## config.mk

```make
export PLATFORM = sky130hd
export DESIGN_NAME = rtc_match_counter
export DESIGN_NICKNAME = d
export VERILOG_FILES = /design/src/rtl/rtc_pkg.sv /design/src/rtl/rtc_prescaler.sv /design/src/rtl/rtc_match_counter.sv
export SDC_FILE = /design/constraint.sdc
export NUM_CORES = 1
export LEC_CHECK = 0
export CAP_MARGIN = 20
export CORE_ASPECT_RATIO = 2
export CORE_MARGIN = 2
export CORE_UTILIZATION = 43
export CTS_BUF_LIST = sky130_fd_sc_hd__clkbuf_8
export DETAILED_ROUTE_END_ITERATION = 8
export PLACE_DENSITY = 0.86
export RECOVER_POWER = 25
export SLEW_MARGIN = 20
export SYNTH_ARGS = -nofsm -noshare
export SYNTH_HDL_FRONTEND = slang
export SYNTH_SLANG_ARGS = --single-unit
```

## constraint.sdc

```tcl
create_clock -name RTCCLK -period 3.2 [get_ports RTCCLK]
set_input_delay 0.32 -clock RTCCLK [delete_from_list [all_inputs] [get_ports RTCCLK]]
set_output_delay 0.32 -clock RTCCLK [all_outputs]
set_load 0.02 [all_outputs]
```

## src/rtl/rtc_pkg.sv

```systemverilog
`default_nettype none
// ============================================================================
// Module      : rtc_pkg
// Description : Shared constants and types for the RTC match counter slice.
//               Holds default widths/reset value and the Count update-source
//               encoding used by the priority mux.
// Revision    : 1.0 - initial release
// ============================================================================
package rtc_pkg;

    localparam int          RTC_CNT_W   = 32;
    localparam int          RTC_DIV_W   = 16;
    localparam logic [63:0] RTC_RST_VAL = 64'd1;

    // Which source writes Count on a given edge, highest priority last.
    typedef enum logic [1:0] {
        SRC_NONE = 2'd0,
        SRC_INC  = 2'd1,
        SRC_LOAD = 2'd2,
        SRC_TEST = 2'd3
    } upd_src_e;

endpackage : rtc_pkg
`default_nettype wire

```

## src/rtl/rtc_prescaler.sv

```systemverilog
`default_nettype none
// ============================================================================
// Module      : rtc_prescaler
// Description : Programmable tick prescaler. Counts enabled cycles and
//               flags an increment event every DIVISOR+1 advances.
// Ports       : RTCCLK   - clock, rising edge
//               RTCRST   - asynchronous active-high reset
//               advance  - step the prescaler this cycle
//               clear    - synchronous clear (wins over advance)
//               DIVISOR  - period minus one
//               inc      - increment event (combinational, qualified by advance)
// Revision    : 1.0 - initial release
// ============================================================================
module rtc_prescaler
    import rtc_pkg::*;
#(
    parameter int DIV_W = RTC_DIV_W
) (
    input  logic             RTCCLK,
    input  logic             RTCRST,
    input  logic             advance,
    input  logic             clear,
    input  logic [DIV_W-1:0] DIVISOR,
    output logic             inc
);

    logic [DIV_W-1:0] r_precnt;
    logic             w_due;

    // Greater-or-equal so a lowered DIVISOR terminates the current period
    // on the next advance instead of running round the full counter range.
    assign w_due = (r_precnt >= DIVISOR);
    assign inc   = advance & w_due;

    always_ff @(posedge RTCCLK or posedge RTCRST) begin
        if (RTCRST) begin
            r_precnt <= '0;
        end else if (clear) begin
            r_precnt <= '0;
        end else if (advance) begin
            if (w_due) begin
                r_precnt <= '0;
            end else begin
                r_precnt <= r_precnt + DIV_W'(1);
            end
        end
    end

endmodule : rtc_prescaler
`default_nettype wire

```

## src/rtl/rtc_match_counter.sv

```systemverilog
`default_nettype none
// ============================================================================
// Module      : rtc_match_counter
// Description : Parametrised single-clock real-time counter with prescaler,
//               software load, test-mode override, sticky maskable match
//               interrupt and sticky wrap flag.
// Ports       : RTCCLK, RTCRST            - clock / async active-high reset
//               EN, DIVISOR               - count enable, tick period - 1
//               LOAD, LOADVAL             - load strobe and value
//               TESTCOUNT, RTCTCOUNT      - test override and value
//               MATCHVAL, INTMASK         - alarm compare value, irq enable
//               INTCLR, WRAPCLR           - sticky flag clears
//               Count, TICK               - count and increment pulse
//               RAWINT, RTCINTR, WRAP     - match status, masked irq, wrap
// Revision    : 1.0 - initial release
// ============================================================================
module rtc_match_counter
    import rtc_pkg::*;
#(
    parameter int               CNT_W   = RTC_CNT_W,
    parameter int               DIV_W   = RTC_DIV_W,
    parameter logic [CNT_W-1:0] RST_VAL = CNT_W'(RTC_RST_VAL)
) (
    input  logic             RTCCLK,
    input  logic             RTCRST,
    input  logic             EN,
    input  logic [DIV_W-1:0] DIVISOR,
    input  logic             LOAD,
    input  logic [CNT_W-1:0] LOADVAL,
    input  logic             TESTCOUNT,
    input  logic [CNT_W-1:0] RTCTCOUNT,
    input  logic [CNT_W-1:0] MATCHVAL,
    input  logic             INTMASK,
    input  logic             INTCLR,
    input  logic             WRAPCLR,
    output logic [CNT_W-1:0] Count,
    output logic             TICK,
    output logic             RAWINT,
    output logic             RTCINTR,
    output logic             WRAP
);

    logic [CNT_W-1:0] r_count;
    logic             r_tick;
    logic             r_rawint;
    logic             r_wrap;

    logic             w_inc;
    logic             w_pre_adv;
    logic             w_pre_clr;
    upd_src_e         w_src;
    logic [CNT_W-1:0] w_next_count;
    logic             w_match_set;
    logic             w_wrap_set;

    // Test mode freezes the prescaler; a load restarts the period.
    assign w_pre_adv = EN & ~TESTCOUNT & ~LOAD;
    assign w_pre_clr = LOAD & ~TESTCOUNT;

    rtc_prescaler #(
        .DIV_W (DIV_W)
    ) u_prescaler (
        .RTCCLK  (RTCCLK),
        .RTCRST  (RTCRST),
        .advance (w_pre_adv),
        .clear   (w_pre_clr),
        .DIVISOR (DIVISOR),
        .inc     (w_inc)
    );

    always_comb begin
        w_src        = SRC_NONE;
        w_next_count = r_count;
        if (TESTCOUNT) begin
            w_src = SRC_TEST;
        end else if (LOAD) begin
            w_src = SRC_LOAD;
        end else if (w_inc) begin
            w_src = SRC_INC;
        end
        case (w_src)
            SRC_TEST: w_next_count = RTCTCOUNT;
            SRC_LOAD: w_next_count = LOADVAL;
            SRC_INC:  w_next_count = r_count + CNT_W'(1);
            default:  w_next_count = r_count;
        endcase
    end

    // Match only fires on a write to Count, never on a static compare, so
    // a held value or a MATCHVAL change cannot re-arm the alarm.
    assign w_match_set = (w_src != SRC_NONE) && (w_next_count == MATCHVAL);
    assign w_wrap_set  = (w_src == SRC_INC) && (r_count == {CNT_W{1'b1}});

    always_ff @(posedge RTCCLK or posedge RTCRST) begin
        if (RTCRST) begin
            r_count  <= RST_VAL;
            r_tick   <= 1'b0;
            r_rawint <= 1'b0;
            r_wrap   <= 1'b0;
        end else begin
            r_count <= w_next_count;
            r_tick  <= (w_src == SRC_INC);
            // Set takes priority over clear.
            if (w_match_set) begin
                r_rawint <= 1'b1;
            end else if (INTCLR) begin
                r_rawint <= 1'b0;
            end
            if (w_wrap_set) begin
                r_wrap <= 1'b1;
            end else if (WRAPCLR) begin
                r_wrap <= 1'b0;
            end
        end
    end

    assign Count   = r_count;
    assign TICK    = r_tick;
    assign RAWINT  = r_rawint;
    assign WRAP    = r_wrap;
    assign RTCINTR = r_rawint & INTMASK;

endmodule : rtc_match_counter
`default_nettype wire

```

==> results of run 1 <==
==> state kept, by name (all words and copies together), names as in the netlist <==
| name | flops |
|---|---|
| Count | 32 |
| u_prescaler.r_precnt | 16 |
| RAWINT | 1 |
| TICK | 1 |
| WRAP | 1 |
==> through the flow <==
step / utilization, % / hold slack, ns / setup slack [ns] / total power [mW]
6_report: 75.8 / 0.540 / -0.319 / 2.03
5_1_grt: 75.8 / 0.568 / -0.386 / 2.10
4_1_cts: 74.3 / 0.328 / -0.158 / 1.98
3_5_place_dp: 69.7 / 0.525 / -0.840 / 1.54
3_3_place_gp: 69.7 / 0.512 / -0.748 / 1.52
2_1_floorplan: - / 0.414 / 0.154 / 1.07
==> power breakdown <==
part | internal [mW] | total, mW | leakage, nW | switching (mW)
sequential | 0.689 | 0.737 | 0.661 | 0.0477
combinational | 0.446 | 0.877 | 2.65 | 0.431
clock | 0.157 | 0.419 | 0.0443 | 0.261
==> cell families after synthesis <==
family	count (synthesis)	synth area share, %
DFF	51	28.4
adders and majority gates	18	5.02
muxes	6	1.39
and+or+nand+nor	199	24.7
AOI/OAI and AO/OA	176	27.9
buffers and inverters	56	5.32
xor gates and xnor gates	37	7.22
==> cell usage after synthesis, types with 3 or more instances <==
cell        n
a2111o_1    4
clkbuf_1   14
ha_1       18
nor2_1     32
nor2b_1     4
a22o_1      4
o2111ai_1   5
xnor2_1    19
xor2_1     18
a21oi_1    27
a2111oi_0   3
o211ai_1    4
a22oi_1    23
a211oi_1    6
dfrtp_1    50
inv_1      30
and3_1     18
nand4_1    20
or3_1       5
or4_1       3
o31ai_1     4
mux2i_1     4
and4_1      8
nor3_1      7
nand3_1    15
and2_1      9
nor4_1      6
o221a_2     3
nand2b_1    3
o21ai_0    51
nand2_1    56
a31oi_1     5
buf_1       3
buf_2       5
==> worst paths after layout <==
path | end | slack, ns | cells past startpoint
max | RAWINT | -0.32 | 13
min | WRAP | 0.54 | 2
max reg2reg | RAWINT | -0.32 | 13
min reg2reg | WRAP | 0.54 | 2
max in group asynchronous | TICK | 1.18 | 3
min in group asynchronous | u_prescaler.r_precnt[5] | 0.59 | 2
==> timing repair <==
action / 4_1_cts / 5_1_grt
setup endpoints to repair: 1 / 1
gates resized for setup: 53 / 19
hold endpoints to repair: 0 / 0
pin swaps: 28 / 28
buffers inserted: 14 / 7
==> per-layer routing <==
layer | part of all wire, % | up-vias
met5 | 0 | -
met4 | 8.6 | 0
met3 | 6.1 | 151
met2 | 54 | 399
met1 | 32 | 2875
li1 | - | 2621
==> worst max-delay path, cell delays in order, from the launching register on <==
cell	delay, ns
dfrtp_1	0.42
inv_2	0.07
ha_4	0.19
nand2b_4	0.13
a2111o_1	0.52
a311oi_4	0.43
buf_4	0.18
a211oi_2	0.06
o221a_2	0.33
xnor2_1	0.17
and2_1	0.17
nand4_1	0.09
or4_4	0.54
o22ai_2	0.12
==> final cells by class <==
type | count | area [µm²]
Timing Repair Buffer | 306 | 2690
Sequential cell | 51 | 1280
Inverter | 30 | 113
Tap cell | 135 | 169
Multi-Input combinational cell | 436 | 3350
Clock inverter | 3 | 25.0
Fill cell | 740 | 2460
Clock buffer | 5 | 68.8
==> impl_table.tex, run 1 <==
\begin{tabular}{lr}
\hline
Metric & Value \\
\hline
\multicolumn{2}{l}{\textbf{Outcome}} \\
\quad Result of the run & finished with violations \\
\quad Violations in the final reports & setup timing \\
\multicolumn{2}{l}{\textbf{Global routing}} \\
\quad Maximum number of pins on one net before global-route repair & 32 \\
\quad Layer with the highest usage & met2 \\
\quad Met2 capacity usage during global routing & 70.3\% \\
\quad Global-route wire length before repair & 32500 µm \\
\quad Number of global-route vias before repair & 6406 \\
\quad Global-route met3 utilization & 4.92\% \\
\quad Initial antenna violation count & 0 \\
\quad Met1 track utilization from global routing & 35.7\% \\
\quad Final global-route overflow total & 0 \\
\quad Total global-route track usage & 37.1\% \\
\multicolumn{2}{l}{\textbf{Cells and area}} \\
\quad Total number of nets in the final design & 968 \\
\quad Count of antenna diodes in the layout & 0 \\
\quad Post-route insts no fill & 966 \\
\quad P\&R area growth vs syn & 71.3\% \\
\quad Commonest non-fill, non-tap cell in the layout & clkdlybuf4s50\_1 \\
\quad Fraction of final layout cells with drive strength greater than 1 & 27.7\% \\
\quad Final cell area excluding filler cells & 7690 µm² \\
\quad Commonest cells after routing, fill and taps aside & clkdlybuf4s50\_1 (151), buf\_4 (147), nand2\_1 (54), dfrtp\_1 (50), o21ai\_0 (43) \\
\multicolumn{2}{l}{\textbf{Timing}} \\
\quad Count of final setup violators & 1 \\
\quad RSZ-0062 raised after global routing & yes \\
\quad Transition time at the pin with the least slew margin & 0.935 ns \\
\quad Worst clock skew & 0.0166 ns \\
\quad Number of hold-slack violations in the final timing report & 0 \\
\quad TNS Setup & -0.319 ns \\
\quad Time the worst path needs with I/O delays and setup & 3.52 ns \\
\quad Setup WS post-layout & -0.319 ns \\
\quad Final worst-path cycle share & 110\% \\
\quad Highest attainable clock frequency & 284 MHz \\
\quad Worst relative slew slack & 37.7\% \\
\quad Max-slew violation count & 0 \\
\multicolumn{2}{l}{\textbf{Synthesis}} \\
\quad Synthesized instance count & 543 \\
\quad Leading area contributor after synthesis & dfrtp\_1 \\
\quad Net count after synthesis & 681 \\
\quad Async SR Flop Fraction & 100\% \\
\quad Portion of synthesized cell area occupied by the leading cell type & 27.9\% \\
\quad Register bit count reported by yosys & 51 \\
\quad Synth Warn \# & 0 \\
\quad Dominant synthesized flop cell & dfrtp\_1 \\
\quad EDFF count, synth & 0 \\
\quad Largest cells by area after synthesis & dfrtp\_1 (28\%), o21ai\_0 (5.7\%), ha\_1 (5.0\%) \\
\quad Synth Cell Area & 4490 µm² \\
\quad Post-synthesis cell type count & 76 \\
\quad Fraction of the yosys area taken by sequential cells & 28.4\% \\
\quad Synthesized area per cell & 8.27 µm² \\
\multicolumn{2}{l}{\textbf{Power}} \\
\quad Cell Pwr Density & 264 nW/µm² \\
\quad Leakage power of the design & 3.35 nW \\
\quad Highest ir drop seen on vdd & 0.261 mV \\
\multicolumn{2}{l}{\textbf{Placement}} \\
\quad Post-detailed-placement cell area & 7070 µm² \\
\quad Number of buffer cells added on primary ports & 155 \\
\quad Placed Cells incl. Taps & 938 \\
\quad Gpl congestion & 0.981 \\
\quad Half-perimeter wire length after placement & 16300 µm \\
\multicolumn{2}{l}{\textbf{Floorplan}} \\
\quad Number of top-level pins & 156 \\
\quad Die height & 149 µm \\
\quad Initial core utilization & 44.2\% \\
\quad Core Rows & 52 \\
\quad Area of the die & 11300 µm² \\
\quad Core Area & 10100 µm² \\
\quad Die X-Extent & 76.3 µm \\
\multicolumn{2}{l}{\textbf{Hold path}} \\
\quad Hold WC Path Type & reg -> reg \\
\quad Min-Delay Startpoint & WRAP \\
\multicolumn{2}{l}{\textbf{Detailed routing}} \\
\quad Routed wire length per instance & 22.7 µm \\
\quad DRC violation count after routing & 0 \\
\quad Pre-Repair DR Iteration Count & 6 \\
\quad Total length of routed wires & 21900 µm \\
\quad Number of DRC markers after the initial detailed-route iteration & 615 \\
\quad Via-per-instance ratio & 6.26 \\
\quad Antenna viol nets, final & 0 \\
\quad Total via count in the routed design & 6046 \\
\multicolumn{2}{l}{\textbf{Clock network}} \\
\quad Inserted Clock Buffers & 5 \\
\quad Clock slew at reported path FFs & 0.12 ns \\
\quad Clock latency of the later-clocked register in the worst-skew pair & 0.34 ns \\
\quad CTS tree & yes \\
\quad Master cell of the clock root buffer & clkbuf\_8 \\
\quad H-tree level count & 2 \\
\quad Total clock sinks & 51 \\
\quad Number of buffers added to fix hold violations after cts & 0 \\
\quad Clock buffer depth & 2 \\
\multicolumn{2}{l}{\textbf{Worst setup path}} \\
\quad Arr. time, crit path & 3.78 ns \\
\quad Source of the critical timing path & u\_prescaler.r\_precnt[0] \\
\quad Maximum fanout encountered on the critical timing path & 3 \\
\quad Type of element capturing the critical path & flip-flop \\
\quad Start-to-end type of the worst setup path & reg -> reg \\
\quad Launch point of the worst reg-to-reg path & u\_prescaler.r\_precnt[0] \\
\quad Required time of the critical path & 3.46 ns \\
\quad Setup crit start kind & flip-flop \\
\multicolumn{2}{l}{\textbf{Job}} \\
\quad Max-cap violation count & 0 \\
\hline
\end{tabular}
No activity file was read; power rests on OpenSTA's default activity.
==> run 2: changes to the inputs <==
--- a/config.mk
+++ b/config.mk
@@ -13,6 +13,7 @@
 export DETAILED_ROUTE_END_ITERATION = 8
 export PLACE_DENSITY = 0.86
 export RECOVER_POWER = 25
+export REMOVE_ABC_BUFFERS = 1
 export SLEW_MARGIN = 20
 export SYNTH_ARGS = -nofsm -noshare
 export SYNTH_HDL_FRONTEND = slang
==> run 2 against run 1 <==
The flow still finishes with violations (setup timing). Register-to-register slack improved by 0.16 ns. Largest cell class unchanged. Highest routed layer unchanged. First-iteration DRC count down 20%. Sequential share of layout area rose by 0.83 points. Fmax up 3.6%. Via count decreased by 5.3%. Die area did not move.
==> impl_table.tex, run 2 (synthesized netlist as in run 1, its figures left out) <==
\begin{tabular}{lr}
\hline
Metric & Value \\
\hline
\multicolumn{2}{l}{\textbf{Global routing}} \\
\quad Global-route wire length before repair & 31600 µm (-2.7\%) \\
\quad Maximum number of pins on one net before global-route repair & 28 (-13\%) \\
\quad Final global-route overflow total & 0 (unchanged) \\
\quad Number of global-route vias before repair & 6032 (-5.8\%) \\
\quad Total global-route track usage & 36.0\% (-1.1 points) \\
\quad Initial antenna violation count & 0 (unchanged) \\
\multicolumn{2}{l}{\textbf{Placement}} \\
\quad Gpl congestion & 0.970 (-1.1\%) \\
\quad Placed Cells incl. Taps & 907 (-3.3\%) \\
\quad Number of buffer cells added on primary ports & 155 (unchanged) \\
\quad Half-perimeter wire length after placement & 15500 µm (-4.9\%) \\
\multicolumn{2}{l}{\textbf{Timing}} \\
\quad Count of final setup violators & 1 (unchanged) \\
\quad Worst relative slew slack & 30.3\% (-7.4 points) \\
\quad RSZ-0062 raised after global routing & yes \\
\quad Highest attainable clock frequency & 294 MHz (+3.6\%) \\
\quad Transition time at the pin with the least slew margin & 1.04 ns (+0.109 ns) \\
\quad Final worst-path cycle share & 106\% (-3.8 points) \\
\quad Max-slew violation count & 0 (unchanged) \\
\quad Number of hold-slack violations in the final timing report & 0 (unchanged) \\
\quad Setup WS post-layout & -0.198 ns (+0.121 ns) \\
\quad Worst clock skew & 0.0125 ns (-0.00413 ns) \\
\quad Time the worst path needs with I/O delays and setup & 3.40 ns (-0.121 ns) \\
\quad Hold slack & 0.564 ns (+0.0237 ns) \\
\multicolumn{2}{l}{\textbf{Clock network}} \\
\quad Number of buffers added to fix hold violations after cts & 0 (unchanged) \\
\quad Clock buffer depth & 2 (unchanged) \\
\quad CTS tree & yes \\
\quad Total clock sinks & 51 (unchanged) \\
\quad Inserted Clock Buffers & 5 (unchanged) \\
\quad Master cell of the clock root buffer & clkbuf\_8 \\
\quad H-tree level count & 2 (unchanged) \\
\quad Clock latency of the later-clocked register in the worst-skew pair & 0.34 ns (about the same) \\
\quad Clock slew at reported path FFs & 0.11 ns (about the same) \\
\multicolumn{2}{l}{\textbf{Detailed routing}} \\
\quad Routed wire length per instance & 22.1 µm (-2.5\%) \\
\quad Total length of routed wires & 20400 µm (-6.6\%) \\
\quad Antenna viol nets, final & 0 (unchanged) \\
\quad Pre-Repair DR Iteration Count & 5 (-1) \\
\quad DRC violation count after routing & 0 (unchanged) \\
\quad Total via count in the routed design & 5723 (-5.3\%) \\
\quad Number of DRC markers after the initial detailed-route iteration & 495 (-20\%) \\
\quad Via-per-instance ratio & 6.18 (-1.3\%) \\
\multicolumn{2}{l}{\textbf{Hold path}} \\
\quad Hold WC Path Type & in -> reg \\
\quad Worst hold stages & 2 (unchanged) \\
\multicolumn{2}{l}{\textbf{Cells and area}} \\
\quad Total number of nets in the final design & 928 (-4.1\%) \\
\quad Count of antenna diodes in the layout & 0 (unchanged) \\
\quad Commonest non-fill, non-tap cell in the layout & clkdlybuf4s50\_1 \\
\quad Fraction of final layout cells with drive strength greater than 1 & 22.6\% (-5.0 points) \\
\quad Fillers & 753 (+1.8\%) \\
\quad P\&R area growth vs syn & 63.1\% \\
\quad Number of flip-flops in the largest register & 32 (unchanged) \\
\quad Post-route insts no fill & 926 (-4.1\%) \\
\quad Commonest cells after routing, fill and taps aside & clkdlybuf4s50\_1 (150), buf\_4 (103), nand2\_1 (54), dfrtp\_1 (50), o21ai\_0 (47) \\
\multicolumn{2}{l}{\textbf{Outcome}} \\
\quad Result of the run & finished with violations \\
\quad Violations in the final reports & setup timing \\
\multicolumn{2}{l}{\textbf{Floorplan}} \\
\quad Initial core utilization & 44.2\% (unchanged) \\
\quad Area of the die & 11300 µm² (unchanged) \\
\quad Core Area & 10100 µm² (unchanged) \\
\quad Number of top-level pins & 156 (unchanged) \\
\quad Core Rows & 52 (unchanged) \\
\quad Die X-Extent & 76.3 µm (unchanged) \\
\quad Die height & 149 µm (unchanged) \\
\multicolumn{2}{l}{\textbf{Power}} \\
\quad Highest ir drop seen on vdd & 0.223 mV (-15\%) \\
\quad Cell Pwr Density & 289 nW/µm² (+9.5\%) \\
\quad Leakage power of the design & 3.17 nW (-5.6\%) \\
\multicolumn{2}{l}{\textbf{Worst setup path}} \\
\quad Setup crit start kind & input pin \\
\quad Maximum fanout encountered on the critical timing path & 7 (+4) \\
\quad Start-to-end type of the worst setup path & in -> reg \\
\quad Arr. time, crit path & 3.66 ns (-0.12 ns) \\
\quad R2R depth & 13 (unchanged) \\
\quad Required time of the critical path & 3.46 ns (about the same) \\
\quad Type of element capturing the critical path & flip-flop \\
\multicolumn{2}{l}{\textbf{Job}} \\
\quad Max-cap violation count & 0 (unchanged) \\
\hline
\end{tabular}
run 2: changes by cell type in the layout (fill, tap and decap cells not counted), sizes merged:
cell	delta
clkdlybuf4s50	-1
bufinv	+2
dlygate4sd2	+2
dlymetal6s2s	-1
clkinvlp	-1
buf	-40
clkinv	-2
inv	+1
run 2: repair_timing:
| item | CTS | global route |
|---|---|---|
| endpoints found under the setup margin | 1 | 1 |
| pin swaps | 24 | 6 |
| buffers inserted | 10 | 1 |
| gates resized for setup | 43 | 9 |
| cloned | 0 | 0 |
run 2: path summary, 6_finish.rpt:
kind | start | endpoint | slack [ns]
setup / recovery | DIVISOR[5] | RAWINT | -0.20
hold / removal | WRAPCLR | WRAP | 0.56
setup reg to reg | u_prescaler.r_precnt[0] | RAWINT | -0.16
hold reg to reg | u_prescaler.r_precnt[8] | u_prescaler.r_precnt[8] | 0.59
max in group asynchronous | RTCRST | Count[16] | 1.18
min in group asynchronous | RTCRST | Count[2] | 0.68
run 2: area by class of cell:
type	count	area, µm²	area share, %
tap	135	169	2.31
clock inverter	3	63.8	0.871
clock buffer	5	68.8	0.939
multi-input combinational	436	3200	43.7
timing repair buffer	266	2430	33.2
inverter	30	113	1.54
sequential	51	1280	17.4
run 2: metrics by stage:
step / power (mW) / utilization (%) / setup WS (ns) / TNS, ns / cell area, µm²
6_report: 2.12 / 72.2 / -0.198 / -0.198 / 7330
5_1_grt: 2.19 / 72.2 / -0.303 / -0.303 / 7330
4_1_cts: 2.09 / 71.8 / -0.120 / -0.120 / 7280
3_5_place_dp: 1.52 / 67.6 / -0.790 / -0.790 / 6860
3_3_place_gp: 1.50 / 67.6 / -0.648 / -0.648 / 6860
2_1_floorplan: 1.06 / - / 0.0424 / 0 / 4360
run 2: power by group:
part / switching (mW) / total, mW / internal [mW]
sequential: 0.0552 / 0.744 / 0.689
combinational: 0.398 / 0.811 / 0.413
clock: 0.254 / 0.564 / 0.310
run 2: critical path, stage by stage:
cell             delay (ns)
clkdlybuf4s50_1        0.46
inv_1                  0.04
ha_1                   0.33
a21oi_2                0.15
o21ai_2                0.10
a2111o_1               0.51
buf_6                  0.18
o211ai_2               0.17
xnor2_1                0.10
or3_1                  0.31
nand4_1                0.13
nand4_1                0.13
or4_4                  0.57
o22ai_2                0.13
run 2: routing by layer:
metal | wire (µm) | part of all wire, % | track usage, % | up-vias
met5 | 0 | 0 | 0 | -
met4 | 1420 | 7.0 | 24.5 | 0
met3 | 1280 | 6.3 | 4.98 | 106
met2 | 11100 | 54 | 67.8 | 371
met1 | 6610 | 32 | 35.9 | 2708
li1 | - | - | - | 2538
